## config.mk

```make
export PLATFORM = sky130hd
export DESIGN_NAME = div_share_arbiter_flat
export DESIGN_NICKNAME = d
export VERILOG_FILES = /design/src/rtl/div_share_arbiter_if.sv /design/src/rtl/div_share_arbiter.sv /design/src/flat_wrapper.sv
export SDC_FILE = /design/constraint.sdc
export NUM_CORES = 1
export LEC_CHECK = 0
export CAP_MARGIN = 20
export CORE_AREA = 2 2 166 168
export DETAILED_ROUTE_END_ITERATION = 10
export DIE_AREA = 0 0 168 170
export PLACE_DENSITY = 0.76
export REMOVE_ABC_BUFFERS = 1
export SKIP_CTS_REPAIR_TIMING = 1
export SYNTH_ARGS = -nofsm -noshare
export SYNTH_HDL_FRONTEND = slang
export SYNTH_SLANG_ARGS = --single-unit
export TNS_END_PERCENT = 100
```

## constraint.sdc

```tcl
create_clock -name clk -period 1.5 [get_ports clk]
set_input_delay 0.225 -clock clk [delete_from_list [all_inputs] [get_ports clk]]
set_output_delay 0.225 -clock clk [all_outputs]
set_load 0.02 [all_outputs]
```

## src/rtl/div_share_arbiter_if.sv

```systemverilog
// Bundle of requester and shared-divider signals for div_share_arbiter.
// slave  : arbiter view (takes requests, drives the divider).
// master : environment view (requesters plus divider).
interface div_share_arbiter_if #(
    parameter int DATA_WIDTH = 32
);
    localparam int CLZ_W = $clog2(DATA_WIDTH);

    // Requester 0
    logic                  r0_start;
    logic [DATA_WIDTH-1:0] r0_dividend;
    logic [CLZ_W-1:0]      r0_dividend_CLZ;
    logic [DATA_WIDTH-1:0] r0_divisor;
    logic [CLZ_W-1:0]      r0_divisor_CLZ;
    logic                  r0_divisor_is_zero;
    logic                  r0_accept;
    logic                  r0_done;
    logic [DATA_WIDTH-1:0] r0_quotient;
    logic [DATA_WIDTH-1:0] r0_remainder;

    // Requester 1
    logic                  r1_start;
    logic [DATA_WIDTH-1:0] r1_dividend;
    logic [CLZ_W-1:0]      r1_dividend_CLZ;
    logic [DATA_WIDTH-1:0] r1_divisor;
    logic [CLZ_W-1:0]      r1_divisor_CLZ;
    logic                  r1_divisor_is_zero;
    logic                  r1_accept;
    logic                  r1_done;
    logic [DATA_WIDTH-1:0] r1_quotient;
    logic [DATA_WIDTH-1:0] r1_remainder;

    // Shared divider
    logic                  div_start;
    logic [DATA_WIDTH-1:0] div_dividend;
    logic [CLZ_W-1:0]      div_dividend_CLZ;
    logic [DATA_WIDTH-1:0] div_divisor;
    logic [CLZ_W-1:0]      div_divisor_CLZ;
    logic                  div_divisor_is_zero;
    logic [DATA_WIDTH-1:0] div_quotient;
    logic [DATA_WIDTH-1:0] div_remainder;
    logic                  div_done;

    modport slave (
        input  r0_start, r0_dividend, r0_dividend_CLZ, r0_divisor, r0_divisor_CLZ, r0_divisor_is_zero,
        output r0_accept, r0_done, r0_quotient, r0_remainder,
        input  r1_start, r1_dividend, r1_dividend_CLZ, r1_divisor, r1_divisor_CLZ, r1_divisor_is_zero,
        output r1_accept, r1_done, r1_quotient, r1_remainder,
        output div_start, div_dividend, div_dividend_CLZ, div_divisor, div_divisor_CLZ, div_divisor_is_zero,
        input  div_quotient, div_remainder, div_done
    );

    modport master (
        output r0_start, r0_dividend, r0_dividend_CLZ, r0_divisor, r0_divisor_CLZ, r0_divisor_is_zero,
        input  r0_accept, r0_done, r0_quotient, r0_remainder,
        output r1_start, r1_dividend, r1_dividend_CLZ, r1_divisor, r1_divisor_CLZ, r1_divisor_is_zero,
        input  r1_accept, r1_done, r1_quotient, r1_remainder,
        input  div_start, div_dividend, div_dividend_CLZ, div_divisor, div_divisor_CLZ, div_divisor_is_zero,
        output div_quotient, div_remainder, div_done
    );
endinterface

```

## src/rtl/div_share_arbiter.sv

```systemverilog
// Two-requester round-robin arbiter in front of one shared unsigned divider.
// One operation in flight at a time; results are held per requester.
// Optional feature: define DIV_ARB_ZERO_BYPASS_EN to answer divide-by-zero
// requests directly (quotient all ones, remainder = dividend) without
// occupying the divider.
module div_share_arbiter #(
    parameter int DATA_WIDTH = 32
) (
    input logic              clk,
    input logic              rst_n,
    div_share_arbiter_if.slave bus
);
    localparam int CLZ_W = $clog2(DATA_WIDTH);

    typedef enum logic {
        IDLE = 1'b0,
        BUSY = 1'b1
    } state_t;

    state_t r_state;
    state_t w_state_nxt;

    logic r_owner;
    logic r_ptr;

    logic w_acc0;
    logic w_acc1;
    logic w_any_acc;
    logic w_launch;
    logic w_fin0;
    logic w_fin1;

    logic [DATA_WIDTH-1:0] w_sel_dividend;
    logic [CLZ_W-1:0]      w_sel_dividend_clz;
    logic [DATA_WIDTH-1:0] w_sel_divisor;
    logic [CLZ_W-1:0]      w_sel_divisor_clz;
    logic                  w_sel_zero;

    logic                  r_div_start;
    logic [DATA_WIDTH-1:0] r_div_dividend;
    logic [CLZ_W-1:0]      r_div_dividend_clz;
    logic [DATA_WIDTH-1:0] r_div_divisor;
    logic [CLZ_W-1:0]      r_div_divisor_clz;
    logic                  r_div_divisor_is_zero;

    logic                  r_done0;
    logic                  r_done1;
    logic [DATA_WIDTH-1:0] r_q0;
    logic [DATA_WIDTH-1:0] r_rem0;
    logic [DATA_WIDTH-1:0] r_q1;
    logic [DATA_WIDTH-1:0] r_rem1;

`ifdef DIV_ARB_ZERO_BYPASS_EN
    logic w_byp0;
    logic w_byp1;
`endif

    // Operands of whichever requester is being accepted this cycle
    assign w_any_acc          = w_acc0 | w_acc1;
    assign w_sel_dividend     = w_acc1 ? bus.r1_dividend        : bus.r0_dividend;
    assign w_sel_dividend_clz = w_acc1 ? bus.r1_dividend_CLZ    : bus.r0_dividend_CLZ;
    assign w_sel_divisor      = w_acc1 ? bus.r1_divisor         : bus.r0_divisor;
    assign w_sel_divisor_clz  = w_acc1 ? bus.r1_divisor_CLZ     : bus.r0_divisor_CLZ;
    assign w_sel_zero         = w_acc1 ? bus.r1_divisor_is_zero : bus.r0_divisor_is_zero;

    // Divider completion is only meaningful while an operation is in flight
    assign w_fin0 = (r_state == BUSY) & bus.div_done & ~r_owner;
    assign w_fin1 = (r_state == BUSY) & bus.div_done &  r_owner;

`ifdef DIV_ARB_ZERO_BYPASS_EN
    // Zero-divisor requests are answered locally and never reach the divider
    assign w_byp0   = w_acc0 & bus.r0_divisor_is_zero;
    assign w_byp1   = w_acc1 & bus.r1_divisor_is_zero;
    assign w_launch = w_any_acc & ~w_sel_zero;
`else
    assign w_launch = w_any_acc;
`endif

    // State register
    always_ff @(posedge clk or negedge rst_n) begin
        if (!rst_n) begin
            r_state <= IDLE;
        end else begin
            r_state <= w_state_nxt;
        end
    end

    // Next-state: leave IDLE when the divider is launched, return on div_done
    always_comb begin
        w_state_nxt = r_state;
        case (r_state)
            IDLE: if (w_launch)     w_state_nxt = BUSY;
            BUSY: if (bus.div_done) w_state_nxt = IDLE;
            default:                w_state_nxt = IDLE;
        endcase
    end

    // Accept outputs: only in IDLE; on contention the pointer picks the winner
    always_comb begin
        w_acc0 = 1'b0;
        w_acc1 = 1'b0;
        if (r_state == IDLE) begin
            if (bus.r0_start && (!bus.r1_start || !r_ptr)) begin
                w_acc0 = 1'b1;
            end else if (bus.r1_start) begin
                w_acc1 = 1'b1;
            end
        end
    end

    // Owner, round-robin pointer, divider start pulse and done pulses
    always_ff @(posedge clk or negedge rst_n) begin
        if (!rst_n) begin
            r_owner     <= 1'b0;
            r_ptr       <= 1'b0;
            r_div_start <= 1'b0;
            r_done0     <= 1'b0;
            r_done1     <= 1'b0;
        end else begin
            if (w_any_acc) begin
                r_owner <= w_acc1;
                r_ptr   <= w_acc0;
            end
            r_div_start <= w_launch;
`ifdef DIV_ARB_ZERO_BYPASS_EN
            r_done0 <= w_fin0 | w_byp0;
            r_done1 <= w_fin1 | w_byp1;
`else
            r_done0 <= w_fin0;
            r_done1 <= w_fin1;
`endif
        end
    end

    // Divider operand registers, held from launch until the next launch
    always_ff @(posedge clk or negedge rst_n) begin
        if (!rst_n) begin
            r_div_dividend        <= '0;
            r_div_dividend_clz    <= '0;
            r_div_divisor         <= '0;
            r_div_divisor_clz     <= '0;
            r_div_divisor_is_zero <= 1'b0;
        end else if (w_launch) begin
            r_div_dividend        <= w_sel_dividend;
            r_div_dividend_clz    <= w_sel_dividend_clz;
            r_div_divisor         <= w_sel_divisor;
            r_div_divisor_clz     <= w_sel_divisor_clz;
            r_div_divisor_is_zero <= w_sel_zero;
        end
    end

    // Per-requester result registers; only the owner's pair is ever written
    always_ff @(posedge clk or negedge rst_n) begin
        if (!rst_n) begin
            r_q0   <= '0;
            r_rem0 <= '0;
            r_q1   <= '0;
            r_rem1 <= '0;
        end else begin
            if (w_fin0) begin
                r_q0   <= bus.div_quotient;
                r_rem0 <= bus.div_remainder;
            end
            if (w_fin1) begin
                r_q1   <= bus.div_quotient;
                r_rem1 <= bus.div_remainder;
            end
`ifdef DIV_ARB_ZERO_BYPASS_EN
            if (w_byp0) begin
                r_q0   <= '1;
                r_rem0 <= w_sel_dividend;
            end
            if (w_byp1) begin
                r_q1   <= '1;
                r_rem1 <= w_sel_dividend;
            end
`endif
        end
    end

    assign bus.r0_accept    = w_acc0;
    assign bus.r1_accept    = w_acc1;
    assign bus.r0_done      = r_done0;
    assign bus.r1_done      = r_done1;
    assign bus.r0_quotient  = r_q0;
    assign bus.r0_remainder = r_rem0;
    assign bus.r1_quotient  = r_q1;
    assign bus.r1_remainder = r_rem1;

    assign bus.div_start           = r_div_start;
    assign bus.div_dividend        = r_div_dividend;
    assign bus.div_dividend_CLZ    = r_div_dividend_clz;
    assign bus.div_divisor         = r_div_divisor;
    assign bus.div_divisor_CLZ     = r_div_divisor_clz;
    assign bus.div_divisor_is_zero = r_div_divisor_is_zero;
endmodule

```

## src/flat_wrapper.sv

```systemverilog
// flat-port wrapper written by rule: the top's interface ports become plain ports
module div_share_arbiter_flat 
#(
    parameter int DATA_WIDTH = 32
)
  (clk, rst_n, bus_r0_start, bus_r0_dividend, bus_r0_dividend_CLZ, bus_r0_divisor, bus_r0_divisor_CLZ, bus_r0_divisor_is_zero, bus_r0_accept, bus_r0_done, bus_r0_quotient, bus_r0_remainder, bus_r1_start, bus_r1_dividend, bus_r1_dividend_CLZ, bus_r1_divisor, bus_r1_divisor_CLZ, bus_r1_divisor_is_zero, bus_r1_accept, bus_r1_done, bus_r1_quotient, bus_r1_remainder, bus_div_start, bus_div_dividend, bus_div_dividend_CLZ, bus_div_divisor, bus_div_divisor_CLZ, bus_div_divisor_is_zero, bus_div_quotient, bus_div_remainder, bus_div_done);
  div_share_arbiter_if #(.DATA_WIDTH(DATA_WIDTH)) bus_i ();
  input logic clk;
  input logic rst_n;
  input wire logic [$bits(bus_i.r0_start)-1:0] bus_r0_start;
  input wire logic [$bits(bus_i.r0_dividend)-1:0] bus_r0_dividend;
  input wire logic [$bits(bus_i.r0_dividend_CLZ)-1:0] bus_r0_dividend_CLZ;
  input wire logic [$bits(bus_i.r0_divisor)-1:0] bus_r0_divisor;
  input wire logic [$bits(bus_i.r0_divisor_CLZ)-1:0] bus_r0_divisor_CLZ;
  input wire logic [$bits(bus_i.r0_divisor_is_zero)-1:0] bus_r0_divisor_is_zero;
  output wire logic [$bits(bus_i.r0_accept)-1:0] bus_r0_accept;
  output wire logic [$bits(bus_i.r0_done)-1:0] bus_r0_done;
  output wire logic [$bits(bus_i.r0_quotient)-1:0] bus_r0_quotient;
  output wire logic [$bits(bus_i.r0_remainder)-1:0] bus_r0_remainder;
  input wire logic [$bits(bus_i.r1_start)-1:0] bus_r1_start;
  input wire logic [$bits(bus_i.r1_dividend)-1:0] bus_r1_dividend;
  input wire logic [$bits(bus_i.r1_dividend_CLZ)-1:0] bus_r1_dividend_CLZ;
  input wire logic [$bits(bus_i.r1_divisor)-1:0] bus_r1_divisor;
  input wire logic [$bits(bus_i.r1_divisor_CLZ)-1:0] bus_r1_divisor_CLZ;
  input wire logic [$bits(bus_i.r1_divisor_is_zero)-1:0] bus_r1_divisor_is_zero;
  output wire logic [$bits(bus_i.r1_accept)-1:0] bus_r1_accept;
  output wire logic [$bits(bus_i.r1_done)-1:0] bus_r1_done;
  output wire logic [$bits(bus_i.r1_quotient)-1:0] bus_r1_quotient;
  output wire logic [$bits(bus_i.r1_remainder)-1:0] bus_r1_remainder;
  output wire logic [$bits(bus_i.div_start)-1:0] bus_div_start;
  output wire logic [$bits(bus_i.div_dividend)-1:0] bus_div_dividend;
  output wire logic [$bits(bus_i.div_dividend_CLZ)-1:0] bus_div_dividend_CLZ;
  output wire logic [$bits(bus_i.div_divisor)-1:0] bus_div_divisor;
  output wire logic [$bits(bus_i.div_divisor_CLZ)-1:0] bus_div_divisor_CLZ;
  output wire logic [$bits(bus_i.div_divisor_is_zero)-1:0] bus_div_divisor_is_zero;
  input wire logic [$bits(bus_i.div_quotient)-1:0] bus_div_quotient;
  input wire logic [$bits(bus_i.div_remainder)-1:0] bus_div_remainder;
  input wire logic [$bits(bus_i.div_done)-1:0] bus_div_done;
  assign bus_i.r0_start = bus_r0_start;
  assign bus_i.r0_dividend = bus_r0_dividend;
  assign bus_i.r0_dividend_CLZ = bus_r0_dividend_CLZ;
  assign bus_i.r0_divisor = bus_r0_divisor;
  assign bus_i.r0_divisor_CLZ = bus_r0_divisor_CLZ;
  assign bus_i.r0_divisor_is_zero = bus_r0_divisor_is_zero;
  assign bus_r0_accept = bus_i.r0_accept;
  assign bus_r0_done = bus_i.r0_done;
  assign bus_r0_quotient = bus_i.r0_quotient;
  assign bus_r0_remainder = bus_i.r0_remainder;
  assign bus_i.r1_start = bus_r1_start;
  assign bus_i.r1_dividend = bus_r1_dividend;
  assign bus_i.r1_dividend_CLZ = bus_r1_dividend_CLZ;
  assign bus_i.r1_divisor = bus_r1_divisor;
  assign bus_i.r1_divisor_CLZ = bus_r1_divisor_CLZ;
  assign bus_i.r1_divisor_is_zero = bus_r1_divisor_is_zero;
  assign bus_r1_accept = bus_i.r1_accept;
  assign bus_r1_done = bus_i.r1_done;
  assign bus_r1_quotient = bus_i.r1_quotient;
  assign bus_r1_remainder = bus_i.r1_remainder;
  assign bus_div_start = bus_i.div_start;
  assign bus_div_dividend = bus_i.div_dividend;
  assign bus_div_dividend_CLZ = bus_i.div_dividend_CLZ;
  assign bus_div_divisor = bus_i.div_divisor;
  assign bus_div_divisor_CLZ = bus_i.div_divisor_CLZ;
  assign bus_div_divisor_is_zero = bus_i.div_divisor_is_zero;
  assign bus_i.div_quotient = bus_div_quotient;
  assign bus_i.div_remainder = bus_div_remainder;
  assign bus_i.div_done = bus_div_done;
  div_share_arbiter #(.DATA_WIDTH(DATA_WIDTH)) u_core (.clk(clk), .rst_n(rst_n), .bus(bus_i));
endmodule
```

==> results.py <==
metrics = {
    "place": {
        "place.gp.congestion": 0.8673,
        "port-buffer-count": 426,
        "pre_cts_ws_ns": -0.3632,
        "dp.final_hpwl_um": 21750,
    },
    "layout": {
        "final_nets": 1409,
        "drive_gt1_share_pct": 24.94,
        "areaGrowthSynthToFinish_pct": 80.31,
    },
    "drt": {
        "viasPerCell": 5.038,
        "wl_um": 30420,
        "vias": 7783,
        "remaining_drc_errors": 0,
        "first_iter_violations": 433,
        "routedWlPerCell_um": 19.69,
        "first_pass_iters": 5,
        "ant_nets": 0,
    },
    "yosys": {
        "yosys_register_bits": 209,
        "avgSynthCellArea_um2": 11.95,
        "synth_top_family_by_area": "multiplexers",
        "synth-simple-area-share_pct": 8.259,
        "yosysSeqAreaShare_pct": 61.10,
        "muxShareOfSynthArea_pct": 16.84,
        "synth-xor-area-share_pct": 0,
        "syn_area_um2": 8559,
        "yosys_warnings": 0,
        "ys_types": 21,
        "synth_adder_area_share_pct": 0,
        "synthCells": 716,
        "synth_compound_area_share_pct": 10.19,
    },
    "sta": {
        "drv_slew": 0,
        "finalSetupViolCount": 70,
        "setup_slack_ns": -0.1501,
        "max_freq_mhz": 606.0,
        "hold_viol_final": 0,
        "fin_crit_sh_pct": 110.0,
        "worstMarginPinSlew_ns": 0.3638,
        "fin_crit_ns": 1.650,
        "relSlewSlack_pct": 75.66,
        "rsz0062_at_grt": "true",
        "fin_skew_ns": 0.01069,
        "holdWs_ns": 0.1580,
    },
    "power_and_ir_drop": {
        "power_w": 0.03001,
        "vdd_drop_max_mv": 0.8821,
        "power_leakage_nw": 7.831,
        "p_per_area_nw_per_um2": 1945,
    },
    "clock_tree": {
        "h-tree-depth": 1,
        "clock_latency_ns": 0.51,
        "cts.sinks": 209,
        "clk_pin_slew_worst_paths_ns": 0.07,
        "cts_root_buffer": "clkbuf_16",
        "clockBufferDepth": 3,
        "cts_tree": "built",
        "cts_inserted_buffers": 23,
    },
    "worst_setup_path": {
        "crit_path_start_kind": "flip-flop",
        "slowest_delay_ns": 0.42,
        "critical_path.max_fanout": 4,
        "end_kind": "output port",
        "required_ns": 1.27,
        "path_buf_inv": 3,
        "crit_chain": "buf_6 > inv_2 > nand2_2 > a21oi_2 > buf_4",
        "arrival_ns": 1.43,
        "crit_family": "flip-flops",
        "path_class": "reg2out",
        "slowest_stage": "dfrtp_1",
    },
    "run_status": {
        "violations": "setup timing",
        "status": "finished, violations left",
    },
    "grt": {
        "grt_util_all_layers_pct": 19.25,
        "first_global_vias": 7932,
        "grt_max_degree": 47,
        "grt.overflow.total": 0,
        "antenna_found_initial": 0,
        "grt_pass1_wl_um": 43540,
    },
    "die": {
        "die_h_um": 170,
        "initial_core_util_pct": 32.12,
        "core_um2": 26650,
        "row_count": 60,
        "io_pins": 427,
        "dieWidth_um": 168,
        "dieArea_um2": 28560,
    },
    "hold_path": {
        "hp-class": "in2async",
    },
    "job": {
        "cap_violations": 0,
    },
}
[worst paths after layout]
kind	slack, ns	cells after the start	to	start
setup / recovery	-0.15	5	bus_r0_accept	u_core.r_state$_DFF_PN0_
hold / removal	0.16	2	u_core.bus.div_divisor_CLZ[4]$_DFFE_PN0P_	rst_n
setup reg to reg	-0.12	7	u_core.bus.div_dividend[18]$_DFFE_PN0P_	u_core.r_state$_DFF_PN0_
hold reg to reg	0.50	1	u_core.bus.r1_remainder[30]$_DFFE_PN0P_	u_core.bus.r1_remainder[30]$_DFFE_PN0P_
max in group asynchronous	0.69	4	u_core.bus.r0_quotient[24]$_DFFE_PN0P_	rst_n
min in group clk	0.28	3	u_core.bus.div_dividend[26]$_DFFE_PN0P_	bus_r1_dividend[26]
[synth_stat cells]
cell type | n | area [um2]
inv_1 | 2 | 7.510
a31oi_1 | 75 | 469.2
and2b_1 | 1 | 7.510
o21ai_0 | 70 | 350.3
o21ai_1 | 8 | 40.04
nand3b_1 | 1 | 7.510
nand3_1 | 76 | 380.4
nand2_1 | 2 | 7.510
nand2b_1 | 2 | 12.51
a21o_1 | 1 | 7.510
buf_4 | 2 | 15.01
nor2b_1 | 1 | 6.260
clkbuf_2 | 2 | 10.01
dfrtp_1 | 209 | 5230
buf_2 | 38 | 190.2
mux2_2 | 128 | 1441
buf_6 | 1 | 11.26
nor2_1 | 76 | 285.3
clkbuf_1 | 18 | 67.56
inv_2 | 2 | 7.510
a21oi_1 | 1 | 5.000
[cells in the final DEF (no fill, tap or decap)]
cell             synthesis  final
nand2_1                  2      1
clkbuf_16                0     26
inv_6                    0      1
nand3_1                 76     39
buf_12                   0     19
inv_4                    0      1
inv_8                    0      1
diode_2                  0      1
buf_6                    1      2
buf_8                    0     10
clkinvlp_4               0      1
and2b_2                  0      1
a31oi_1                 75     73
o21ai_1                  8      7
o21ai_0                 70     70
dfrtp_1                209    209
mux2_2                 128    128
buf_4                    2     50
clkdlybuf4s50_1          0    217
a21oi_2                  0      1
a21o_1                   1      1
inv_1                    2      1
o21ai_4                  0      1
clkinv_4                 0      1
nor2_1                  76     75
nand3b_1                 1      1
dlymetal6s2s_1           0    206
nand3_2                  0     37
clkinv_2                 0      7
nor2_2                   0      1
nand2_2                  0      1
a31oi_2                  0      2
nor2b_4                  0      1
inv_2                    2      2
nand2b_2                 0      2
clkbuf_8                 0      2
dlygate4sd3_1            0      1
bufinv_16                0      2
clkbuf_1                18      2
[state kept, by name (all words and copies together) (netlist names)]
register and flops:
u_core.r_ptr 1, u_core.bus.div_dividend 32, u_core.bus.r0_done 1, u_core.bus.div_divisor 32, u_core.r_state 1, u_core.r_owner 1
u_core.bus.div_divisor_is_zero 1, u_core.bus.div_divisor_CLZ 5, u_core.bus.div_dividend_CLZ 5, u_core.bus.r1_quotient 32, u_core.bus.r1_done 1, u_core.bus.r0_remainder 32
u_core.bus.r1_remainder 32, u_core.bus.div_start 1, u_core.bus.r0_quotient 32
[cells by family (layout without fill, tap and decap cells)]
kind of cell / after synthesis / in the layout
and+or+nand+nor: 159 / 159
muxes: 128 / 128
other: 0 / 1
AOI/OAI and AO/OA: 155 / 155
buffers and inverters: 65 / 552
DFF: 209 / 209
[stage by stage]
stage          cells  util, %  TNS [ns]  instance area [um2]
3_5_place_dp    1497    51.65    -41.21                13760
5_1_grt         1544    57.90    -7.920                15430
2_1_floorplan    655        -   -253.24                 8265
4_1_cts         1535    54.34    -46.67                14480
6_report        1545    57.91    -2.820                15430
3_3_place_gp    1497    51.65    -37.23                13760
[layer usage]
layer	share of wire (%)	track usage [%]
met1	38	22.02
met2	50	34.84
met3	8.3	5.000
met4	3.3	6.805
met5	0	0
[power by group]
group	total [W]	switching (W)	internal, W
combinational	0.0149	0.00753	0.00735
sequential	0.00964	0.00134	0.00830
clock	0.00549	0.00230	0.00319
[cell type report]
class	count	area, um2
Multi-Input combinational cell	442	3252
Clock buffer	26	596.8
Fill cell	2096	11220
Timing Repair inverter	1	6.256
Timing Repair Buffer	509	5777
Clock inverter	12	120.1
Antenna cell	1	2.502
Inverter	4	22.52
Tap cell	341	426.7
Sequential cell	209	5230
(Power assumes the default switching activity.)
